===== config.mk =====
export PLATFORM = sky130hd
export DESIGN_NAME = audio_sample_tick_gen
export DESIGN_NICKNAME = d
export VERILOG_FILES = /design/src/rtl/audio_sample_tick_gen.sv
export SDC_FILE = /design/constraint.sdc
export NUM_CORES = 1
export LEC_CHECK = 0
export BUFFER_PORTS_ARGS = -buffer_cell sky130_fd_sc_hd__clkbuf_2
export CAP_MARGIN = 20
export CORE_MARGIN = 2
export CORE_UTILIZATION = 60
export CTS_CLUSTER_DIAMETER = 120
export DETAILED_ROUTE_END_ITERATION = 8
export GPL_TIMING_DRIVEN = 0
export PLACE_DENSITY = 0.9
export SYNTH_ARGS = -nofsm -noshare
export SYNTH_HDL_FRONTEND = slang
export SYNTH_SLANG_ARGS = --single-unit

===== constraint.sdc =====
create_clock -name clk -period 6.09 [get_ports clk]
set_clock_uncertainty 0.05 [all_clocks]
set_input_delay 0.609 -clock clk [delete_from_list [all_inputs] [get_ports clk]]
set_output_delay 0.609 -clock clk [all_outputs]
set_load 0.01 [all_outputs]

===== src/rtl/audio_sample_tick_gen.sv =====
// audio_sample_tick_gen
// Sample-rate tick generator fed by the audio speed controller's divider
// terminal count. Emits a one-cycle sample_tick every active_div+1 cycles and
// a square-wave audio_clk that toggles on each tick. A new divisor is taken
// up only at a period boundary (terminal count, restart or enable), so a
// speed change never truncates or stretches a running period.
//
// Optional feature macro: RANGE_CLAMP_EN
//   defined   -> the requested divisor is clamped to [MIN_DIV, MAX_DIV]
//   undefined -> the requested divisor is used as-is (D = 0 ticks every cycle)
module audio_sample_tick_gen #(
  parameter logic [31:0] DEFAULT_DIV = 32'd1227,
  parameter logic [31:0] MIN_DIV     = 32'd64,
  parameter logic [31:0] MAX_DIV     = 32'd65535
) (
  input  logic        clk,
  input  logic        reset_n,
  input  logic        enable,
  input  logic        restart,
  input  logic [31:0] clk_div_end,
  output logic        sample_tick,
  output logic        audio_clk,
  output logic [31:0] active_div,
  output logic        div_changed
);

  typedef enum logic [0:0] {
    ST_IDLE = 1'b0,
    ST_RUN  = 1'b1
  } state_t;

  state_t      state_q;
  logic [31:0] cnt_q;
  logic [31:0] active_div_q;
  logic        tick_q;
  logic        aclk_q;
  logic        chg_q;

  // Divisor that a load would install this cycle.
  logic [31:0] div_d;
  // Whether that load would alter the divisor in use.
  logic        div_differs_s;

`ifdef RANGE_CLAMP_EN
  // Clamp the requested divisor into the supported range.
  function automatic logic [31:0] eff_div(input logic [31:0] x);
    logic [31:0] r;
    if (x < MIN_DIV) begin
      r = MIN_DIV;
    end else if (x > MAX_DIV) begin
      r = MAX_DIV;
    end else begin
      r = x;
    end
    return r;
  endfunction
`else
  // Pass the requested divisor straight through; no range bounds apply.
  function automatic logic [31:0] eff_div(input logic [31:0] x);
    return x;
  endfunction

  // The bounds are part of the parameter set but have no role here.
  logic [63:0] unused_bounds_s;
  assign unused_bounds_s = {MIN_DIV, MAX_DIV};
`endif

  assign div_d         = eff_div(clk_div_end);
  assign div_differs_s = (div_d != active_div_q);

  // Period FSM: counter, divisor loads, tick strobe and audio clock.
  always_ff @(posedge clk or negedge reset_n) begin
    if (!reset_n) begin
      state_q      <= ST_IDLE;
      cnt_q        <= 32'd0;
      active_div_q <= DEFAULT_DIV;
      tick_q       <= 1'b0;
      aclk_q       <= 1'b0;
      chg_q        <= 1'b0;
    end else begin
      // Strobes are single-cycle unless re-asserted below.
      tick_q <= 1'b0;
      chg_q  <= 1'b0;
      case (state_q)
        ST_IDLE: begin
          cnt_q  <= 32'd0;
          aclk_q <= 1'b0;
          if (enable) begin
            // Start a fresh period with the currently requested divisor.
            state_q      <= ST_RUN;
            active_div_q <= div_d;
            chg_q        <= div_differs_s;
          end else begin
            state_q <= ST_IDLE;
          end
        end
        ST_RUN: begin
          if (!enable) begin
            // Leaving RUN suppresses any coincident terminal-count tick.
            state_q <= ST_IDLE;
            cnt_q   <= 32'd0;
            aclk_q  <= 1'b0;
          end else if (restart) begin
            // Restart wins over terminal count: realign, no tick.
            cnt_q        <= 32'd0;
            aclk_q       <= 1'b0;
            active_div_q <= div_d;
            chg_q        <= div_differs_s;
          end else if (cnt_q == active_div_q) begin
            // Period boundary: tick, toggle and take up the new divisor.
            cnt_q        <= 32'd0;
            tick_q       <= 1'b1;
            aclk_q       <= ~aclk_q;
            active_div_q <= div_d;
            chg_q        <= div_differs_s;
          end else begin
            cnt_q <= cnt_q + 32'd1;
          end
        end
        default: begin
          state_q <= ST_IDLE;
          cnt_q   <= 32'd0;
          aclk_q  <= 1'b0;
        end
      endcase
    end
  end

  assign sample_tick = tick_q;
  assign audio_clk   = aclk_q;
  assign active_div  = active_div_q;
  assign div_changed = chg_q;

endmodule

Word level (Yosys, flattened, before mapping)
Index checks and enable logic that the tools add are counted. Widths: inputs -> output; s select.

Logic and storage cells: 39. Output and inout port bits: 35. Bits in registers: 68. Input bits: 36.

Multiplexer cells: 23. Bitwise logic cells: 2. Equality and inequality tests: 6. Reduce and logical (&&, ||, !) cells: 1. Add/subtract/negate cells: 1.

Operators by type and width (number): $mux 32 (7); $pmux 32 s2 (2); $add 32x1->32 const B (1); $eq 32x32->1 (1); $ne 32x32->1 (1); $mux 1 (12); $ne 2x2->1 const B (2); $ne 4x3->1 const B (1); $pmux 1 s2 (2); $ne 3x2->1 const B (1); $reduce_and 3->1 (1); $not 1->1 (2).

Depth between registers and ports, before layout
Word-level depth: 5. Depth in mapped cells: 8. Depth with buffers taken out: 6.

Worst setup path after synthesis
No wires, ideal clock.

Path kind: reg2reg. Start point: register active_div_q[7] (netlist: active_div[7]). End point: register aclk_q (netlist: audio_clk). Library setup time: 78 ps. Buffers on the path: 1. Setup slack: 4052 ps. Clock period less this slack: 2038 ps. Data arrival time: 1910 ps. Data required time: 5962 ps. Stages on the path, launching flop included: 7. Cells stage by stage: dfstp_2 > xnor2_1 > nand4_1 > or4_1 > buf_2 > or3_1 > a21oi_1.

Word-level cells in the longest chain between the ends: 2.

Ends and longest elaborated chain: start, declared (RTL line 34) `logic [31:0] active_div_q;`; start signal, assigned (RTL line 91) `active_div_q <= div_d;`; start signal, assigned (RTL line 107) `active_div_q <= div_d;`; start signal, assigned (RTL line 114) `active_div_q <= div_d;`; $eq 32x32->1 (RTL line 109) `end else if (cnt_q == active_div_q) begin`; $ne 4x3->1 (no line); end signal, assigned (RTL line 113) `aclk_q <= ~aclk_q;`; end, declared (RTL line 36) `logic aclk_q;`.

No other way between the ends. A chain may end at the register's enable or synchronous reset.

Worst setup path in the final report
Start point: register active_div_q[1] (netlist: active_div[1]). End point: register active_div_q[0] (netlist: active_div[0]).

Word-level cells in the longest chain between the ends: 3.

Ends and longest elaborated chain (RTL line): $eq 32x32->1 (109); $ne 3x2->1 (no line); $reduce_and 3->1 (no line).

No other way between the ends.

==> results.cfg <==
[global_route]
grt_pass1_vias = 3864
grt_pass1_wl_mm = 18.77
grt_antenna_before_repair = 0
grt_usage_pct = 31.98
grt-ovfl-total = 0
grt_max_degree = 52

[synth]
synth-warning-count = 0
ys_seq_area_share_pct = 40.38
syn_area_per_cell_um2 = 8.855
synth_flop_cell = dfrtp_1
synth_top_area_share_pct = 36.65
synth-simple-area-share_pct = 20.46
yosysTopAreaCell = dfrtp_1
synth-xor-area-share_pct = 19.45
synthArstFlopShare_pct = 100.0
synth_fa_ha_area_share_pct = 0.2956
synth_edf_count = 0
netlist_instances = 478
yosys-top-cells-area = dfrtp_1, xor2_1, a311o_1
ys_ff_latch = 68
syn-cell-area_mm2 = 0.004233
synthMuxAreaShare_pct = 0
synth_compound_area_share_pct = 12.95
synth_top_family_by_area = simple AND/OR/NAND/NOR gates
synthDistinctLibCells = 29
syn_nets = 515

[layout]
area_delta_synth_final_pct = 15.96
drive_gt1_share_pct = 18.05
diodes = 0
fin_nets = 597
final.fill_count = 498

[placed_design]
port_buffers = 70
gp_congestion = 0.9164
hpwl_mm = 8.695

[clocking]
cts_buffer_depth = 2
cts_tree = done
cts-resized-gates = 0
htree_num_levels = 3
clock_latency_ps = 360
post-cts-setup-buffers = 0
tritoncts.num_buffers = 9
clk_pin_slew_ps = 70
cts-root-buf = clkbuf_8
cts_sinks = 68
hold_buffers = 0

[critical_path]
crit_chain = xor2_1 > nor4_1 > nand4_1 > clkbuf_1 > nor3_1 > a311o_1
max_stage_delay_ps = 610
critPathRequiredTime_ps = 6340
worstSetupStartpointType = flip-flop
critPathSlowestCell = dfstp_2
worst-path-max-fanout = 10
arrival_ps = 2710
cp-end-kind = flip-flop
path_class = reg2reg

[drt]
ant_nets = 0
met1_length_mm = 4.619
firstDrtPassIters = 5
wl_met2_mm = 5.760
num_vias = 4047
routed_wl_mm = 11.88
drcViolationCount = 0
dr.max_layer_used = met4
via_per_inst = 6.123
drt_iter0_drc = 393
wl_met3_mm = 1.024
wl_per_cell_um = 17.97

[floorplan]
start_util_pct = 62.30
design.core.area_mm2 = 0.006794
dieArea_mm2 = 0.007742
fp.dieW_um = 87.99
die_h_um = 87.99
boundaryPins = 71
rows = 30

[sta]
period_minus_slack_ps = 2469
setup_viol = 0
hold_violations = 0
rsz0062_at_grt = false
fin_crit_sh_pct = 40.55
max_freq_mhz = 404.9
tightest_slew_ps = 685.7
tns_ps = 0
relSlewSlack_pct = 53.87
slew_violations = 0

[power_and_ir_drop]
leakage_nw = 2.105
powerDensity_mw_per_mm2 = 227.5
vdd_drop_max_mv = 0.1202
p_total_mw = 1.117

[min_path]
hp-class = in2async

[outcome]
outcome = finished clean

[flow_run]
max_cap_viol_count = 0
-- sequential cells by signal, summed over array words and instances (netlist names) --
register and count:
active_div 32, state_q 1, cnt_q 32, div_changed 1, sample_tick 1, audio_clk 1
-- worst max-delay path, delay by kind of cell, from the launching register on --
kind,cells,cell delay [ps]
simple gates,3,1130
flops,1,610
buf+inv,1,340
compound gates,1,160
xor+xnor,1,120
-- layout by cell type (no fill, tap or decap), types with 12 or more instances in the layout --
master     n
nor2_1    38
xor2_1    59
nor3_1    38
nand2_1   43
inv_1     38
clkbuf_1  25
a311o_1   32
xnor2_1   35
dfrtp_1   62
o22ai_1   32
clkbuf_2  69
nand4_1   12
nor4_1    17
-- cell usage after synthesis (all sizes together) (4+ instances only) --
cell    number
xnor2       35
inv         38
nand2       43
xor2        59
a311o       32
nand4       12
dfrtp       62
and4         5
and3         4
nor3        38
clkbuf      22
nor4        18
nor2        38
o22ai       32
buf         10
nand3       11
dfstp        6
-- per-layer routing --
metal	GRT usage, %	up-vias
li1	-	1843
met1	39.69	1938
met2	53.44	227
met3	6.126	39
met4	15.80	0
met5	0	-
-- final cells by class --
class	instances	area (um2)	area share, %
clock inverter	2	12.51	0.2549
buffer	32	131.4	2.677
multi-input combinational	340	2250	45.83
clock buffer	14	162.7	3.314
tap	96	120.1	2.447
timing repair buffer	71	380.4	7.749
sequential	68	1709	34.82
inverter	38	142.6	2.906
-- path summary, 6_finish.rpt --
kind,startpoint,to,slack [ps],cells after the start
worst max-delay path,active_div[1],active_div[0],3620,6
min in group clk,enable,state_q,370,1
max in group asynchronous,reset_n,active_div[3],5290,2
worst max register to register,active_div[1],active_div[0],3620,6
worst min-delay path,reset_n,active_div[31],100,1
worst min register to register,cnt_q[31],cnt_q[31],520,2
-- where the power goes --
part	internal, mW	switching, mW	leakage [nW]
sequential	0.486	0.0616	0.873
clock	0.170	0.173	0.0867
combinational	0.102	0.125	1.15
total	0.757	0.359	2.11
-- per-stage QoR --
step	instances	instance area [um2]	setup WS, ps	util [%]	hold slack (ps)
after global placement	644	4703	3837	69.23	493.4
after floorplan	478	4233	4052	-	263.4
after detailed placement	645	4733	3767	69.67	487.0
after CTS	661	4908	3717	72.25	112.4
after global routing	661	4908	3537	72.25	125.7
final	661	4908	3621	72.25	103.8
-- cell families after synthesis --
family | Yosys count
AOI/OAI and AO/OA | 69
adders and majority gates | 1
buffers and inverters | 70
DFF | 68
and+or+nand+nor | 176
xor gates and xnor gates | 94
Power figures use the tool's default switching activity.
